--- config.mk ---
export PLATFORM = sky130hd
export DESIGN_NAME = centroid_div
export DESIGN_NICKNAME = d
export VERILOG_FILES = /design/src/rtl/centroid_div_pkg.sv /design/src/rtl/centroid_div.sv
export SDC_FILE = /design/constraint.sdc
export NUM_CORES = 1
export LEC_CHECK = 0
export CAP_MARGIN = 20
export CORE_MARGIN = 3
export CORE_UTILIZATION = 50
export DETAILED_ROUTE_END_ITERATION = 8
export GPL_TIMING_DRIVEN = 0
export HOLD_SLACK_MARGIN = 0.06
export PLACE_DENSITY = 0.74
export SLEW_MARGIN = 25
export SYNTH_ARGS = -nofsm -noshare
export SYNTH_HDL_FRONTEND = slang
export SYNTH_SLANG_ARGS = --single-unit
--- constraint.sdc ---
create_clock -name CLK -period 7 [get_ports CLK]
set_input_delay 2.1 -clock CLK [delete_from_list [all_inputs] [get_ports CLK]]
set_output_delay 2.1 -clock CLK [all_outputs]
set_load 0.005 [all_outputs]
--- src/rtl/centroid_div_pkg.sv ---
// centroid_div_pkg: shared widths and state encoding for the centroid divider
package centroid_div_pkg;
  localparam int NUM_WIDTH = 24;
  localparam int DEN_WIDTH = 16;
  localparam int Q_WIDTH   = 10;
  localparam int CNT_WIDTH = $clog2(NUM_WIDTH);
  typedef enum logic [1:0] {
    IDLE = 2'd0,
    CALC = 2'd1,
    RND  = 2'd2,
    DONE = 2'd3
  } state_t;
endpackage

--- src/rtl/centroid_div.sv ---
// centroid_div: restoring radix-2 divider NUM/DEN with saturation and zero-divisor flag; CENTROID_DIV_ROUND_EN adds round-half-up
module centroid_div
  import centroid_div_pkg::*;
#(
  parameter int NUM_WIDTH = centroid_div_pkg::NUM_WIDTH,
  parameter int DEN_WIDTH = centroid_div_pkg::DEN_WIDTH,
  parameter int Q_WIDTH   = centroid_div_pkg::Q_WIDTH
) (
  input  logic                 CLK,
  input  logic                 RST_N,
  input  logic                 iSTART,
  input  logic                 iABORT,
  input  logic [NUM_WIDTH-1:0] iNUM,
  input  logic [DEN_WIDTH-1:0] iDEN,
  output logic                 oBUSY,
  output logic                 oVALID,
  output logic [Q_WIDTH-1:0]   oQ,
  output logic                 oERR,
  output logic                 oSAT
);
  localparam int CW = $clog2(NUM_WIDTH);
  state_t               state_q, state_d;
  logic [NUM_WIDTH-1:0] num_q, num_d;
  logic [DEN_WIDTH-1:0] den_q, den_d;
  logic [DEN_WIDTH:0]   rem_q, rem_d;
  logic [CW-1:0]        cnt_q, cnt_d;
  logic [Q_WIDTH-1:0]   q_q;
  logic                 err_q, sat_q;
  logic [DEN_WIDTH:0]   sh;
  logic                 ge;
  logic                 err_n, sat_n;
`ifdef CENTROID_DIV_ROUND_EN
  logic                 rnd;
  assign rnd = {rem_q, 1'b0} >= {2'b0, den_q};
`endif
  assign sh     = {rem_q[DEN_WIDTH-1:0], num_q[NUM_WIDTH-1]};
  assign ge     = sh >= {1'b0, den_q};
  assign err_n  = state_q == IDLE;
  assign sat_n  = |num_d[NUM_WIDTH-1:Q_WIDTH];
  assign oBUSY  = state_q != IDLE;
  assign oVALID = state_q == DONE;
  assign oQ     = q_q;
  assign oERR   = err_q;
  assign oSAT   = sat_q;
  // next state and one shift/subtract step per CALC cycle; abort overrides everything
  always_comb begin
    state_d = state_q;
    num_d   = num_q;
    den_d   = den_q;
    rem_d   = rem_q;
    cnt_d   = cnt_q;
    case (state_q)
      IDLE: if (iSTART) begin
        num_d   = iNUM;
        den_d   = iDEN;
        rem_d   = '0;
        cnt_d   = '0;
        state_d = iDEN == '0 ? DONE : CALC;
      end
      CALC: begin
        rem_d = ge ? sh - {1'b0, den_q} : sh;
        num_d = {num_q[NUM_WIDTH-2:0], ge};
        cnt_d = cnt_q + CW'(1);
`ifdef CENTROID_DIV_ROUND_EN
        if (cnt_q == CW'(NUM_WIDTH - 1)) state_d = RND;
`else
        if (cnt_q == CW'(NUM_WIDTH - 1)) state_d = DONE;
`endif
      end
`ifdef CENTROID_DIV_ROUND_EN
      RND: begin
        num_d   = num_q + NUM_WIDTH'(rnd);
        state_d = DONE;
      end
`endif
      default: state_d = IDLE;
    endcase
    if (iABORT) state_d = IDLE;
  end
  // state/datapath registers; results latch on the edge entering DONE only
  always_ff @(posedge CLK or negedge RST_N) begin
    if (!RST_N) begin
      state_q <= IDLE;
      num_q   <= '0;
      den_q   <= '0;
      rem_q   <= '0;
      cnt_q   <= '0;
      q_q     <= '0;
      err_q   <= 1'b0;
      sat_q   <= 1'b0;
    end else begin
      state_q <= state_d;
      num_q   <= num_d;
      den_q   <= den_d;
      rem_q   <= rem_d;
      cnt_q   <= cnt_d;
      if (state_d == DONE) begin
        q_q   <= err_n ? '0 : sat_n ? '1 : num_d[Q_WIDTH-1:0];
        err_q <= err_n;
        sat_q <= !err_n && sat_n;
      end
    end
  end
endmodule

======== Word-level counts from Yosys, hierarchy flattened ========
Index checks and enable logic that the tools add are counted.
W data, S select, Z words.
cells by class
  add/subtract/negate cells ............... 2
  magnitude comparators ................... 1
  equal/unequal tests ..................... 5
  muxes and demuxes ....................... 14
  reduce and logical (&&, ||, !) cells .... 9
operator list
  cell                   count
  $pmux W24 S2           1
  $mux W16               2
  $pmux W16 S2           1
  $mux W24               1
  $mux W10               2
  $ge A17 B16 Y1         1
  $logic_not A16 Y1      1
  $sub A16 B16 Y16       1
  $reduce_or A14 Y1      1
  $pmux W5 S2            1
  $mux W2                4
  $add A5 B1 Y5 const B  1
  $eq A5 B5 Y1 const B   1
  $mux W5                1
  $eq A2 B2 Y1 const B   2
  $pmux W2 S2            1
  $reduce_and A2 Y1      2
  $reduce_bool A2 Y1     2
  $eq A2 B1 Y1 const B   1
  $logic_not A2 Y1       1
  $ne A2 B2 Y1 const B   1
  $logic_and A1 B1 Y1    1
  $logic_not A1 Y1       1
word-level totals
  register bits ........................... 75
  bits of input ports ..................... 44
  output and inout port bits .............. 14

======== Depth between registers and ports, before layout ========
  depth after elaboration ................. 6
  mapped depth ............................ 10

======== Worst setup path after synthesis ========
No wires, ideal clock.
  path kind ............................... input-to-reg
  start ................................... in iSTART
  end ..................................... reg q_q[2] (netlist: oQ[2])
  arrival ................................. 3414 ps
  required time ........................... 6858 ps
  path slack .............................. 3443 ps
  stages on the path ...................... 8
  buffers on the path ..................... 2
  cell sequence ........................... nor2b_1 > clkbuf_1 > a21oi_1 > o21ai_0 > nor4_1 > and4_1 > buf_2 > o221ai_1
between the ends
  longest elaborated chain between the ends .. 5
ends and longest elaborated chain
  item                    line                RTL
  start: declaration      centroid_div.sv:11  input logic iSTART,
  $mux W24                centroid_div.sv:53  IDLE: if (iSTART) begin
  $pmux W24 S2            centroid_div.sv:52  case (state_q)
  net num_d[21]           centroid_div.sv:23  logic [NUM_WIDTH-1:0] num_q, num_d;
  $reduce_or A14 Y1       centroid_div.sv:39  assign sat_n = |num_d[NUM_WIDTH-1:Q_WIDTH];
  $mux W10 (2 in a row)   centroid_div.sv:98  q_q <= err_n ? '0 : sat_n ? '1 : num_d[Q_WIDTH-1:0];
  end signal: assignment  centroid_div.sv:98
  end: declaration        centroid_div.sv:27  logic [Q_WIDTH-1:0] q_q;
The timed path passes the listed nets, and every way through them passes these cells.
A chain may end at the register's enable or synchronous reset.

======== Worst setup path in the final report ========
  start ................................... in iSTART
  end ..................................... reg q_q[3] (netlist: oQ[3])
Same word-level chain as after synthesis.

==> flow_metrics.env <==
export IMPL_outcome="finished clean"
export IMPL_slew_viol_final=0
export IMPL_yosys_area_share_simple_pct=18.5
export IMPL_cts_hold_buffers=0
export IMPL_tns_ns=0
export IMPL_grt_max_degree=41
export IMPL_tritoncts="done"
export IMPL_drc_errors=0
export IMPL_die_y_um=99.2
export IMPL_nNetsFinal=622
export IMPL_ir_drop_mv=0.113
export IMPL_vias=4091
export IMPL_insertion_delay_ns=0.35
export IMPL_tightestPinTransition_ns=0.896
export IMPL_antenna_found_initial=0
export IMPL_fmax_mhz=222
export IMPL_yosysUniqueCellTypes=55
export IMPL_period_share_pct=64.3
export IMPL_setup_slack_ns=2.50
export IMPL_grt_overflow=0
export IMPL_cts_sinks=75
export IMPL_start_util_pct=52.1
export IMPL_grt_pass1_vias=3961
export IMPL_synth_xor_area_share_pct=2.02
export IMPL_critPathLaunchType="primary input"
export IMPL_place_hpwl_mm=8.44
export IMPL_synth_top_family_by_area="compound AO/OA/AOI/OAI gates"
export IMPL_portBuffers=57
export IMPL_ys_warn_count=0
export IMPL_clk_pin_slew_ns=0.08
export IMPL_setup_violations=0
export IMPL_skew_ns=0.00998
export IMPL_grt_setup_unrepaired="no"
export IMPL_drtIter0Drc=318
export IMPL_numCtsBuffers=9
export IMPL_finalInstanceArea_sq_um=5280
export IMPL_synth_edf_count=0
export IMPL_drive_above_1_share_pct=4.96
export IMPL_dp_slack_ns=2.20
export IMPL_dieArea_sq_um=9850
export IMPL_max_slew_margin_pct=38.7
export IMPL_cts_root_buf="clkbuf_8"
export IMPL_synth_mux_area_share_pct=0.489
export IMPL_grt_pass1_wl_mm=19.5
export IMPL_via_per_inst=6.12
export IMPL_globalplace_congestion=0.898
export IMPL_post_cts_setup_buffers=0
export IMPL_critPathArrivalTime_ns=4.71
export IMPL_io_pins=58
export IMPL_maxCapViolations=0
export IMPL_synthArstFlopShare_pct=100
export IMPL_critPathKind="in2reg"
export IMPL_hp_class="reg2reg"
export IMPL_cp_end_kind="register"
export IMPL_powerDensity_nw_per_um2=213
export IMPL_final_hold_violation_count=0
export IMPL_core_sq_um=8340
export IMPL_ys_seq_elements=75
export IMPL_power_leakage_nw=2.25
export IMPL_antenna_left=0
export IMPL_finalPower_mw=1.13
export IMPL_synth_compound_area_share_pct=25.8
export IMPL_cts_resized=0
export IMPL_dieWidth_um=99.2
export IMPL_routed_wl_mm=11.9
export IMPL_syn_inst=491
export IMPL_htreeDepth=3
export IMPL_cp_max_fo=10
export IMPL_synth_seq_area_share_pct=43.2
export IMPL_synth_area_sq_um=4350
export IMPL_cp_required_ns=7.21
export IMPL_grt_usage_pct=24.5
export IMPL_syn_num_nets=553
export IMPL_placed_area_sq_um=5060
export IMPL_cts_buffer_depth=2
export IMPL_synthAdderAreaFrac_pct=5.36
export IMPL_diodes=0
export IMPL_period_minus_slack_ns=4.50
export IMPL_first_pass_iters=5
export IMPL_wl_per_cell_um=17.7
export IMPL_area_growth_pct=21.5
export IMPL_row_count=33
export IMPL_fillCellCount=712
export IMPL_final_core_util_pct=63.3
export IMPL_synth_ff_type="dfrtp_1"
export IMPL_syn_area_per_cell_sq_um=8.85
[cell families (layout without fill, tap and decap cells)]
family,Yosys count,after routing
AOI/OAI and AO/OA,172,172
xor gates and xnor gates,10,10
adders and majority gates,18,18
buffers and inverters,52,125
DFF,75,75
muxes,2,2
and+or+nand+nor,162,162
[synthesized netlist by cell type (all sizes together), types with 7 or more instances]
| cell | number | share of area, % |
|---|---|---|
| dfrtp | 75 | 43 |
| ha | 17 | 4.9 |
| xor2 | 8 | 1.6 |
| o21ai | 47 | 5.4 |
| nor2 | 22 | 1.9 |
| o211ai | 8 | 1.4 |
| nor4 | 7 | 1.0 |
| nor2b | 27 | 3.9 |
| nand2 | 67 | 5.8 |
| a22oi | 23 | 4.0 |
| buf | 7 | 0.72 |
| clkbuf | 23 | 2.0 |
| nand4 | 9 | 1.4 |
| inv | 22 | 1.9 |
| o221ai | 16 | 3.4 |
| a21oi | 39 | 4.5 |
| nor3 | 8 | 0.92 |
[flip-flops by register name (all words and copies together), names as in the netlist]
| name | flops |
|---|---|
| rem_q | 16 |
| oSAT | 1 |
| state_q | 2 |
| oQ | 10 |
| den_q | 16 |
| cnt_q | 5 |
| num_q | 24 |
| oERR | 1 |
[critical path: stages]
cell and delay (ns):
clkdlybuf4s50_1 0.63, clkbuf_1 0.45, nor2_1 0.13, nor2_1 0.34, o22ai_1 0.15, nor4_1 0.20, and4_1 0.31, buf_2 0.23
o221ai_1 0.15
[routing by layer]
| layer | track usage, % | part of all wire [%] |
|---|---|---|
| met1 | 35.8 | 48 |
| met2 | 36.6 | 44 |
| met3 | 4.21 | 5.6 |
| met4 | 9.03 | 2.2 |
| met5 | 0 | 0 |
[power by group]
| group | total, mW | leakage, nW | switching (mW) | internal, mW |
|---|---|---|---|---|
| registers | 0.502 | 0.977 | 0.0283 | 0.474 |
| clock network | 0.371 | 0.106 | 0.171 | 0.200 |
| logic | 0.253 | 1.16 | 0.147 | 0.106 |
| total | 1.13 | 2.25 | 0.346 | 0.780 |
[cells in the final DEF, fill, tap and decap left out, types with 2 or more instances in the layout]
master and count:
a211o_1 3, a211oi_1 4, a21boi_0 3, a21o_1 6, a21oi_1 39, a221o_1 2, a22oi_1 23, a31oi_1 3
buf_1 3, buf_2 4, bufinv_16 2, clkbuf_1 23, clkbuf_8 9, clkdlybuf4s50_1 56, dfrtp_1 75, ha_1 17
inv_1 22, nand2_1 67, nand2b_1 2, nand3_1 6, nand4_1 8, nor2_1 22, nor2b_1 27, nor3_1 8
nor4_1 7, o211ai_1 8, o21a_1 4, o21ai_0 46, o221ai_1 15, o311ai_0 3, o41ai_1 2, or2_2 2
or3_1 2, or4_1 3, xnor2_1 2, xor2_1 8
[final cells by class]
type / instances / area [sq um] / share of cell area [%]
clock inverters: 6 / 90.1 / 1.71
inverters: 22 / 82.6 / 1.56
multi-input cells: 364 / 2270 / 43.0
clock buffers: 9 / 124 / 2.35
well taps: 105 / 131 / 2.49
plain buffers: 30 / 118 / 2.23
repair buffers: 58 / 588 / 11.1
flip-flops and latches: 75 / 1880 / 35.6
[metrics by stage]
step / hold slack, ns / instances
floorplan: 0.468 / 491
detailed placement: 0.473 / 654
global route: 0.526 / 669
finish: 0.496 / 669
global placement: 0.470 / 653
CTS: 0.501 / 669
[final timing paths]
kind,startpoint,end,slack (ns),cells after the start
min reg2reg,oERR,oERR,0.50,2
min,oERR,oERR,0.50,2
min in group asynchronous,RST_N,num_q[18],1.70,1
max reg2reg,rem_q[7],rem_q[11],3.99,9
max in group asynchronous,RST_N,oQ[9],4.72,2
max,iSTART,oQ[3],2.50,9
(Power assumes the default switching activity.)
